===== config.mk =====
export PLATFORM = sky130hd
export DESIGN_NAME = uart_rx_fifo
export DESIGN_NICKNAME = d
export VERILOG_FILES = /design/src/rtl/uart_rx_fifo.sv
export SDC_FILE = /design/constraint.sdc
export NUM_CORES = 1
export LEC_CHECK = 0
export BUFFER_PORTS_ARGS = -buffer_cell sky130_fd_sc_hd__buf_2
export CAP_MARGIN = 15
export CORE_MARGIN = 2
export CORE_UTILIZATION = 45
export CTS_BUF_LIST = sky130_fd_sc_hd__clkbuf_8 sky130_fd_sc_hd__clkbuf_16
export DETAILED_ROUTE_END_ITERATION = 10
export PLACE_DENSITY = 0.69
export REMOVE_ABC_BUFFERS = 1
export SLEW_MARGIN = 20
export SYNTH_ARGS = -nofsm -noshare
export SYNTH_HDL_FRONTEND = slang
export SYNTH_SLANG_ARGS = --single-unit
export TNS_END_PERCENT = 30

===== constraint.sdc =====
create_clock -name clk -period 3.32 [get_ports clk]
set_clock_uncertainty 0.1 [all_clocks]
set_input_delay 0.664 -clock clk [delete_from_list [all_inputs] [get_ports clk]]
set_output_delay 0.664 -clock clk [all_outputs]
set_load 0.01 [all_outputs]

===== src/rtl/uart_rx_fifo.sv =====
// Receive-to-transmit byte buffer: queues bytes strobed in from a UART receiver
// and hands them one at a time to a transmitter over a start/busy handshake.
module uart_rx_fifo #(
   parameter int unsigned DEPTH_LOG2 = 4
) (
   input  logic                  clk,
   input  logic                  rst_n,
   input  logic                  enable,
   input  logic                  rx_valid,
   input  logic [7:0]            rx_data,
   input  logic                  tx_busy,
   output logic                  tx_start,
   output logic [7:0]            tx_data,
   output logic [DEPTH_LOG2:0]   fifo_count,
   output logic                  fifo_empty,
   output logic                  fifo_full,
   output logic                  overflow,
   input  logic                  clr_overflow
);

   localparam int unsigned DEPTH = 1 << DEPTH_LOG2;
   localparam logic [DEPTH_LOG2:0]   COUNT_FULL = (DEPTH_LOG2 + 1)'(DEPTH);
   localparam logic [DEPTH_LOG2:0]   COUNT_ONE  = (DEPTH_LOG2 + 1)'(1);
   localparam logic [DEPTH_LOG2-1:0] PTR_ONE    = DEPTH_LOG2'(1);

   typedef enum logic [1:0] {
      S_IDLE,
      S_START,
      S_WAIT_BUSY,
      S_WAIT_DONE
   } state_e;

   state_e                state_q, state_d;
   logic                  wait_q, wait_d;
   logic [DEPTH_LOG2-1:0] wptr_q, wptr_d;
   logic [DEPTH_LOG2-1:0] rptr_q, rptr_d;
   logic [DEPTH_LOG2:0]   count_q, count_d;
   logic                  empty_q, full_q;
   logic [7:0]            tx_data_q, tx_data_d;
   logic                  overflow_q, overflow_d;
   logic [7:0]            mem [DEPTH];

   logic pop, push, drop;

   // A pop frees a slot on the same edge, so a full buffer still accepts a byte then.
   assign pop  = (state_q == S_IDLE) && enable && !empty_q && !tx_busy;
   assign push = rx_valid && (!full_q || pop);
   assign drop = rx_valid && full_q && !pop;

   // NOTE: every always_comb output gets a default first, so no path can infer a latch.
   always_comb begin
      state_d = state_q;
      wait_d  = wait_q;
      unique case (state_q)
         S_IDLE: begin
            if (pop) state_d = S_START;
         end
         S_START: begin
            state_d = S_WAIT_BUSY;
            wait_d  = 1'b0;
         end
         S_WAIT_BUSY: begin
            // A transmitter that never raises busy is treated as having sent the byte.
            if (tx_busy)     state_d = S_WAIT_DONE;
            else if (wait_q) state_d = S_IDLE;
            else             wait_d  = 1'b1;
         end
         S_WAIT_DONE: begin
            if (!tx_busy) state_d = S_IDLE;
         end
         default: state_d = S_IDLE;
      endcase
   end

   always_comb begin
      wptr_d     = push ? wptr_q + PTR_ONE : wptr_q;
      rptr_d     = pop  ? rptr_q + PTR_ONE : rptr_q;
      tx_data_d  = pop  ? mem[rptr_q] : tx_data_q;
      count_d    = count_q;
      overflow_d = overflow_q;
      unique case ({push, pop})
         2'b10:   count_d = count_q + COUNT_ONE;
         2'b01:   count_d = count_q - COUNT_ONE;
         default: count_d = count_q;
      endcase
      if (drop)              overflow_d = 1'b1;
      else if (clr_overflow) overflow_d = 1'b0;
   end

   // NOTE: sequential state uses non-blocking assignments so every register samples pre-edge values.
   always_ff @(posedge clk) begin
      if (!rst_n) begin
         state_q    <= S_IDLE;
         wait_q     <= 1'b0;
         wptr_q     <= '0;
         rptr_q     <= '0;
         count_q    <= '0;
         empty_q    <= 1'b1;
         full_q     <= 1'b0;
         tx_data_q  <= 8'h00;
         overflow_q <= 1'b0;
      end else begin
         state_q    <= state_d;
         wait_q     <= wait_d;
         wptr_q     <= wptr_d;
         rptr_q     <= rptr_d;
         count_q    <= count_d;
         empty_q    <= (count_d == '0);
         full_q     <= (count_d == COUNT_FULL);
         tx_data_q  <= tx_data_d;
         overflow_q <= overflow_d;
      end
   end

   // NOTE: the storage array is not reset; the count and pointers alone define which slots are valid.
   always_ff @(posedge clk) begin
      if (rst_n && push) mem[wptr_q] <= rx_data;
   end

   assign tx_start   = (state_q == S_START);
   assign tx_data    = tx_data_q;
   assign fifo_count = count_q;
   assign fifo_empty = empty_q;
   assign fifo_full  = full_q;
   assign overflow   = overflow_q;

endmodule


==> results of run 1 <==
-- final timing paths --
kind / slack [ns] / end / from / depth (start not counted)
setup / recovery: 0.53 / fifo_full$_SDFF_PN0_ / tx_busy / 13
hold / removal: 0.38 / tx_data[0]$_SDFFE_PN0P_ / tx_data[0]$_SDFFE_PN0P_ / 1
setup reg to reg: 0.55 / fifo_full$_SDFF_PN0_ / state_q[0]$_SDFFE_PN0P_ / 12
hold reg to reg: 0.38 / tx_data[0]$_SDFFE_PN0P_ / tx_data[0]$_SDFFE_PN0P_ / 1
-- synth_stat cells (2+ instances only) --
cell      instances  area [um2]
ha_1              8         100
o21ai_0           3        15.0
buf_6             2        22.5
edfxtp_1        128        3840
inv_1             8        30.0
nand3b_1          3        22.5
nand3_1           4        20.0
nor2b_1           5        31.3
mux4_2           28         631
xnor2_1           3        26.3
nor2_1           33         124
dfxtp_1          27         541
and2_1            3        18.8
a21oi_1          12        60.1
mux2i_1           5        50.1
a31o_1            5        43.8
a31o_2            4        35.0
mux4_1            4         105
nand2b_1          2        12.5
buf_4             2        15.0
nand2_1           9        33.8
a22oi_1          17         128
xor2_1            8        70.1
nor3b_1           2        15.0
clkbuf_1         11        41.3
-- state kept, by name (all words and copies together), names as in the netlist --
name and count:
rptr_q 4, fifo_count 5, tx_data 8, fifo_full 1
wptr_q 4, mem 128, overflow 1, state_q 2
wait_q 1, fifo_empty 1
-- per-layer routing --
metal,wire (um),global-route usage,vias to the layer above
li1,-,-,1499
met4,172,0.0589,0
met5,0,0,-
met3,585,0.0498,11
met2,5640,0.265,76
met1,4960,0.228,1671
-- critical path, delay by kind of cell --
kind,cells,cell delay [ns]
compound gates,3,0.60
xor+xnor,2,0.37
fa+ha+maj,2,0.46
buf+inv,2,0.17
mux,1,0.25
simple gates,3,0.52
-- metrics by stage --
stage	area (um2)	worst slack (ns)	power, mW	utilization	hold slack (ns)
CTS	7200	0.564	4.35	0.541	0.380
floorplan	6070	0.249	2.36	-	0.366
detailed placement	6610	0.156	2.46	0.497	0.366
global placement	6610	0.253	2.45	0.497	0.358
global route	7200	0.331	4.47	0.541	0.397
finish	7200	0.531	4.32	0.541	0.376
-- where the power goes --
| part | switching [mW] | internal [mW] | total [mW] |
|---|---|---|---|
| sequential | 0.0303 | 2.14 | 2.17 |
| combinational | 0.139 | 0.113 | 0.252 |
| clock | 0.781 | 1.12 | 1.90 |
-- kinds of logic after synthesis --
kind of cell    Yosys count
simple gates             68
compound gates           47
mux                      37
xor+xnor                 11
buf+inv                  27
fa+ha+maj                 8
flops                   155
-- layout make-up --
cell class | instances | area, um2 | area share
clock buffers | 17 | 425 | 0.0591
flip-flops and latches | 155 | 4390 | 0.609
clock inverters | 15 | 163 | 0.0226
multi-input cells | 171 | 1650 | 0.229
repair buffers | 53 | 323 | 0.0448
well taps | 176 | 220 | 0.0306
inverters | 9 | 33.8 | 0.00469
-- layout by cell type (no fill, tap or decap), types with 8 or more instances in the layout --
cell type    n
dfxtp_1     26
nand2_1      9
ha_1         8
a21oi_1     12
buf_4       23
edfxtp_1   128
nor2_1      33
a22oi_1     17
inv_1       10
buf_2       30
clkbuf_16   17
xor2_1       8
mux4_2      28
==> metrics.cfg, run 1 <==
[outcome]
status=finished, final reports clean

[setup_path]
end_kind=flip-flop
cp.required_ns=3.56
worstPathArrival_ns=3.03
slowest_delay_ns=0.25
cp_cell_sequence=buf_2 > nor2_1 > a31o_2 > and2_1 > inv_1 > ha_1 > xor2_1 > ha_1 > a21oi_1 > mux2i_1 > xor2_1 > o311ai_1 > nor3b_1
critPathSlowestCell=mux2i_1
start_kind=input pin
cp_max_fo=3
crit_type=in -> reg

[finish]
n_antenna_cell=0
area_growth_pct=16.6
finalNetCount=429
drive_gt1_frac=0.283
layout.cells.non_filler=596
fillers=1014

[pwr]
ir_drop_mv=0.424
power_density_nw_per_um2=600
p_leak_nw=2.48

[cts]
path_clk_slew_ns=0.06
root_buffer=clkbuf_16
htree_levels=4
cts_buffer_depth=2
cts_tree=built
post_cts_buffers=0
ctsHoldBuffers=0
numCtsBuffers=17
clock_latency_ns=0.42
cts_sinks=155
cts.repair.resized=0

[drt]
vias_per_cell=5.46
via_count=3257
ant_nets=0
avgRoutedWirePerCell_um=19.1
first_pass_iters=4
drt-total-wl_um=11400
drt_iter0_markers=237
drc=0

[sta]
fmax_ghz=0.359
setup_violations=0
slew_viol_final=0
relSlewSlack=0.487
final_hold_viol_count=0
post-route-period-util=0.840
worst_pin_slew_ns=0.768
layout_min_cycle_time_ns=2.79
setup_tns_ns=0
rsz0062_at_grt=no

[yosys]
synth.yosys.warnings=0
ys_ff_latch=155
synth.area.mux_share=0.127
ys_types=42
synth_area_um2=6170
async_flop_share=0
synth-xor-area-share=0.0156
synth_compound_area_frac=0.0543
avgSynthCellArea_um2=17.5
synth_top_family_by_area=multiplexers
syn_inst=353
synth-main-ff-cell=edfxtp_1
synth_fa_ha_area_frac=0.0162
yosys.area_share.simple=0.0535
synth_edf_count=128
ys_seq_area_frac=0.710

[floorplanning]
io_pins=31
dieArea_um2=14700
core_area_um2=13300
fp.dieH_um=121
initial_core_util=0.464
rows=42
die_x_um=121

[global_route]
antenna_found_initial=0
grt_max_degree=36
grt_overflow=0
grt_pass1_wl_um=18100
first_global_vias=3241
grt_usage=0.170

[place]
dpl.cell_count=564
port_buffers=30
post-dp-hpwl_um=7310
gp_congestion=0.764

[run]
maxCapViolCount=0

[hold_path]
hold_path_class=reg -> reg

Note: power is estimated with default switching activity, not from simulation.
==> run 2: changes to the inputs <==
- ABC_AREA: unset -> 1
- PLACE_DENSITY: 0.69 -> 0.66
- clock period: 3.32 -> 2.66 ns (I/O delays scaled with it)
==> run 2 against run 1 <==
Against the previous run:
- power increased by 29%
- combinational power grew 140%
- clock power is 16% higher
- hold slack worse by 0.11 ns
- global-route usage is 3.6 points higher
- register-to-register slack worse by 0.29 ns
- non-clock buffer count is 8 higher
- critical path type is now reg -> reg
==> metrics.cfg, run 2 <==
[outcome]
status=finished, final reports clean

[global_route]
grt_overflow=0
first_global_vias=4345
grt_max_degree=67
grt_usage=0.206
antenna_found_initial=0
grt_pass1_wl_um=22900

[yosys]
syn_inst=584
ys_types=26
synth-main-ff-cell=edfxtp_1
synth_area_um2=6460
synth_area_leaders=edfxtp_1 (59%), dfxtp_1 (8.4%), nor2_1 (8.4%)
async_flop_share=0
synth.yosys.warnings=0
ys_top_cells_by_count=nor2_1 (144), edfxtp_1 (128), o21ai_0 (53)
synth.most_common_cell=nor2_1
ys_seq_area_frac=0.678
yosysTopAreaCell=edfxtp_1
avgSynthCellArea_um2=11.1
ys_ff_latch=155
yosysTopAreaCellShare=0.595
synth_edf_count=128

[place]
pre_cts_ws_ns=0.0273
gp_congestion=0.890
port_buffers=30
post-dp-hpwl_um=9230
dpl.cell_count=796

[finish]
finalNetCount=657
final_cell_mix=nor2_1 (143), edfxtp_1 (128), o21ai_0 (53), nand2_1 (43), nand3_1 (41)
layout.cells.non_filler=828
largest_register=mem
fillers=1191
largest_reg_flops=128
area_growth_pct=15.3
drive_gt1_frac=0.156
n_antenna_cell=0
final_common_cell=nor2_1

[cts]
path_clk_slew_ns=0.06
ctsHoldBuffers=0
post_cts_buffers=0
cts.repair.resized=0
cts_sinks=155
cts_tree=built
numCtsBuffers=17
root_buffer=clkbuf_16
cts_buffer_depth=2
clock_latency_ns=0.43
htree_levels=4

[drt]
drt-total-wl_um=14400
first_pass_iters=7
drc=0
drt_iter0_markers=351
via_count=4420
vias_per_cell=5.34
avgRoutedWirePerCell_um=17.4
ant_nets=0

[setup_path]
critPathSlowestCell=dfxtp_1
worst-path-stages=17
r2r_cells=17
slowest_delay_ns=0.34
critical-path-top-delay-family=simple AND/OR/NAND/NOR gates
start_kind=flip-flop
r2r-end=fifo_empty$_SDFF_PN1_
endpoint=fifo_empty$_SDFF_PN1_
cp_cell_sequence=nor2_2 > nand3_2 > inv_1 > ha_2 > nand2_1 > inv_1 > nor2_1 > ha_1 > inv_1 > nand2_1 > inv_1 > nand2_1 > nand3_1 > nand2_1 > nor2_1 > nand3_1 > o21bai_1
r2r_setup_slack_ns=0.26
cp_max_fo=6
end_kind=flip-flop
crit_buf_inv=4
worstPathArrival_ns=2.65
cp.required_ns=2.91
crit_start=state_q[1]$_SDFFE_PN0P_
r2r_start=state_q[1]$_SDFFE_PN0P_
crit_type=reg -> reg

[floorplanning]
initial_core_util=0.464
die_x_um=124
fp.dieH_um=124
core_area_um2=13900
io_pins=31
rows=43
dieArea_um2=15300

[sta]
rsz0062_at_grt=no
whs_ns=0.261
relSlewSlack=0.556
fin_ws_ns=0.263
setup_tns_ns=0
layout_min_cycle_time_ns=2.40
slew_viol_final=0
worst_pin_slew_ns=0.662
setup_violations=0
fmax_ghz=0.417
post-route-period-util=0.901
final_hold_viol_count=0

[pwr]
ir_drop_mv=0.479
power_density_nw_per_um2=746
p_leak_nw=2.76

[hold_path]
hold_path_class=in -> reg

[run]
maxCapViolCount=0

## run 2: changes by cell type after synthesis, moves of 6 or more
cell	previous run	this run
nor2_1	33	144
o21ai_0	3	53
nand3_1	4	41
nand2_1	9	43
o211ai_1	1	32
mux4_2	28	0
inv_1	8	33
a22oi_1	17	0
o21ai_1	0	17
buf_2	1	8
xor2_1	8	2
## run 2: layer usage
layer,track usage,part of all wire
met3,0.0517,0.046
met1,0.272,0.46
met2,0.327,0.47
met5,0,0
met4,0.0831,0.020
## run 2: logic make-up after synthesis
logic type,after synthesis,synth area share
AOI/OAI and AO/OA,116,0.104
xor gates and xnor gates,2,0.00271
adders and majority gates,8,0.0155
buffers and inverters,67,0.0509
DFF,155,0.678
and+or+nand+nor,236,0.148
## run 2: worst reg2reg max path: stages, from the launching register on
cell	delay [ns]
dfxtp_1	0.34
nor2_2	0.17
nand3_2	0.11
inv_1	0.09
ha_2	0.25
nand2_1	0.10
inv_1	0.10
nor2_1	0.07
ha_1	0.18
inv_1	0.07
nand2_1	0.11
inv_1	0.09
nand2_1	0.06
nand3_1	0.11
nand2_1	0.06
nor2_1	0.10
nand3_1	0.11
o21bai_1	0.13
## run 2: worst min-delay path by stage
stage	from	to	slack [ns]	depth (start not counted)
after CTS	clr_overflow	overflow$_SDFFE_PN0P_	0.25	4
final	clr_overflow	overflow$_SDFFE_PN0P_	0.26	4
after global routing	clr_overflow	overflow$_SDFFE_PN0P_	0.27	4
after floorplan	wait_q$_SDFFE_PN0P_	wait_q$_SDFFE_PN0P_	0.34	2
after detailed placement	wait_q$_SDFFE_PN0P_	wait_q$_SDFFE_PN0P_	0.35	2
after global placement	wait_q$_SDFFE_PN0P_	wait_q$_SDFFE_PN0P_	0.34	2
## run 2: per-stage QoR
stage | power, mW | util | cell area, um2
floorplan | 3.15 | - | 6280
global placement | 3.36 | 0.495 | 6900
detailed placement | 3.39 | 0.495 | 6900
CTS | 5.59 | 0.535 | 7450
global route | 5.79 | 0.535 | 7450
finish | 5.56 | 0.535 | 7450
## run 2: report_power, final
group | internal [mW] | switching (mW)
clock | 1.29 | 0.920
sequential | 2.69 | 0.0591
combinational | 0.203 | 0.395
## run 2: area by class of cell
| type | count | area [um2] | share of cell area |
|---|---|---|---|
| timing repair buffer | 61 | 395 | 0.0530 |
| inverter | 38 | 143 | 0.0191 |
| clock buffer | 18 | 439 | 0.0589 |
| multi-input combinational | 362 | 1760 | 0.236 |
| clock inverter | 14 | 109 | 0.0146 |
| tap | 180 | 225 | 0.0302 |
| sequential | 155 | 4390 | 0.588 |
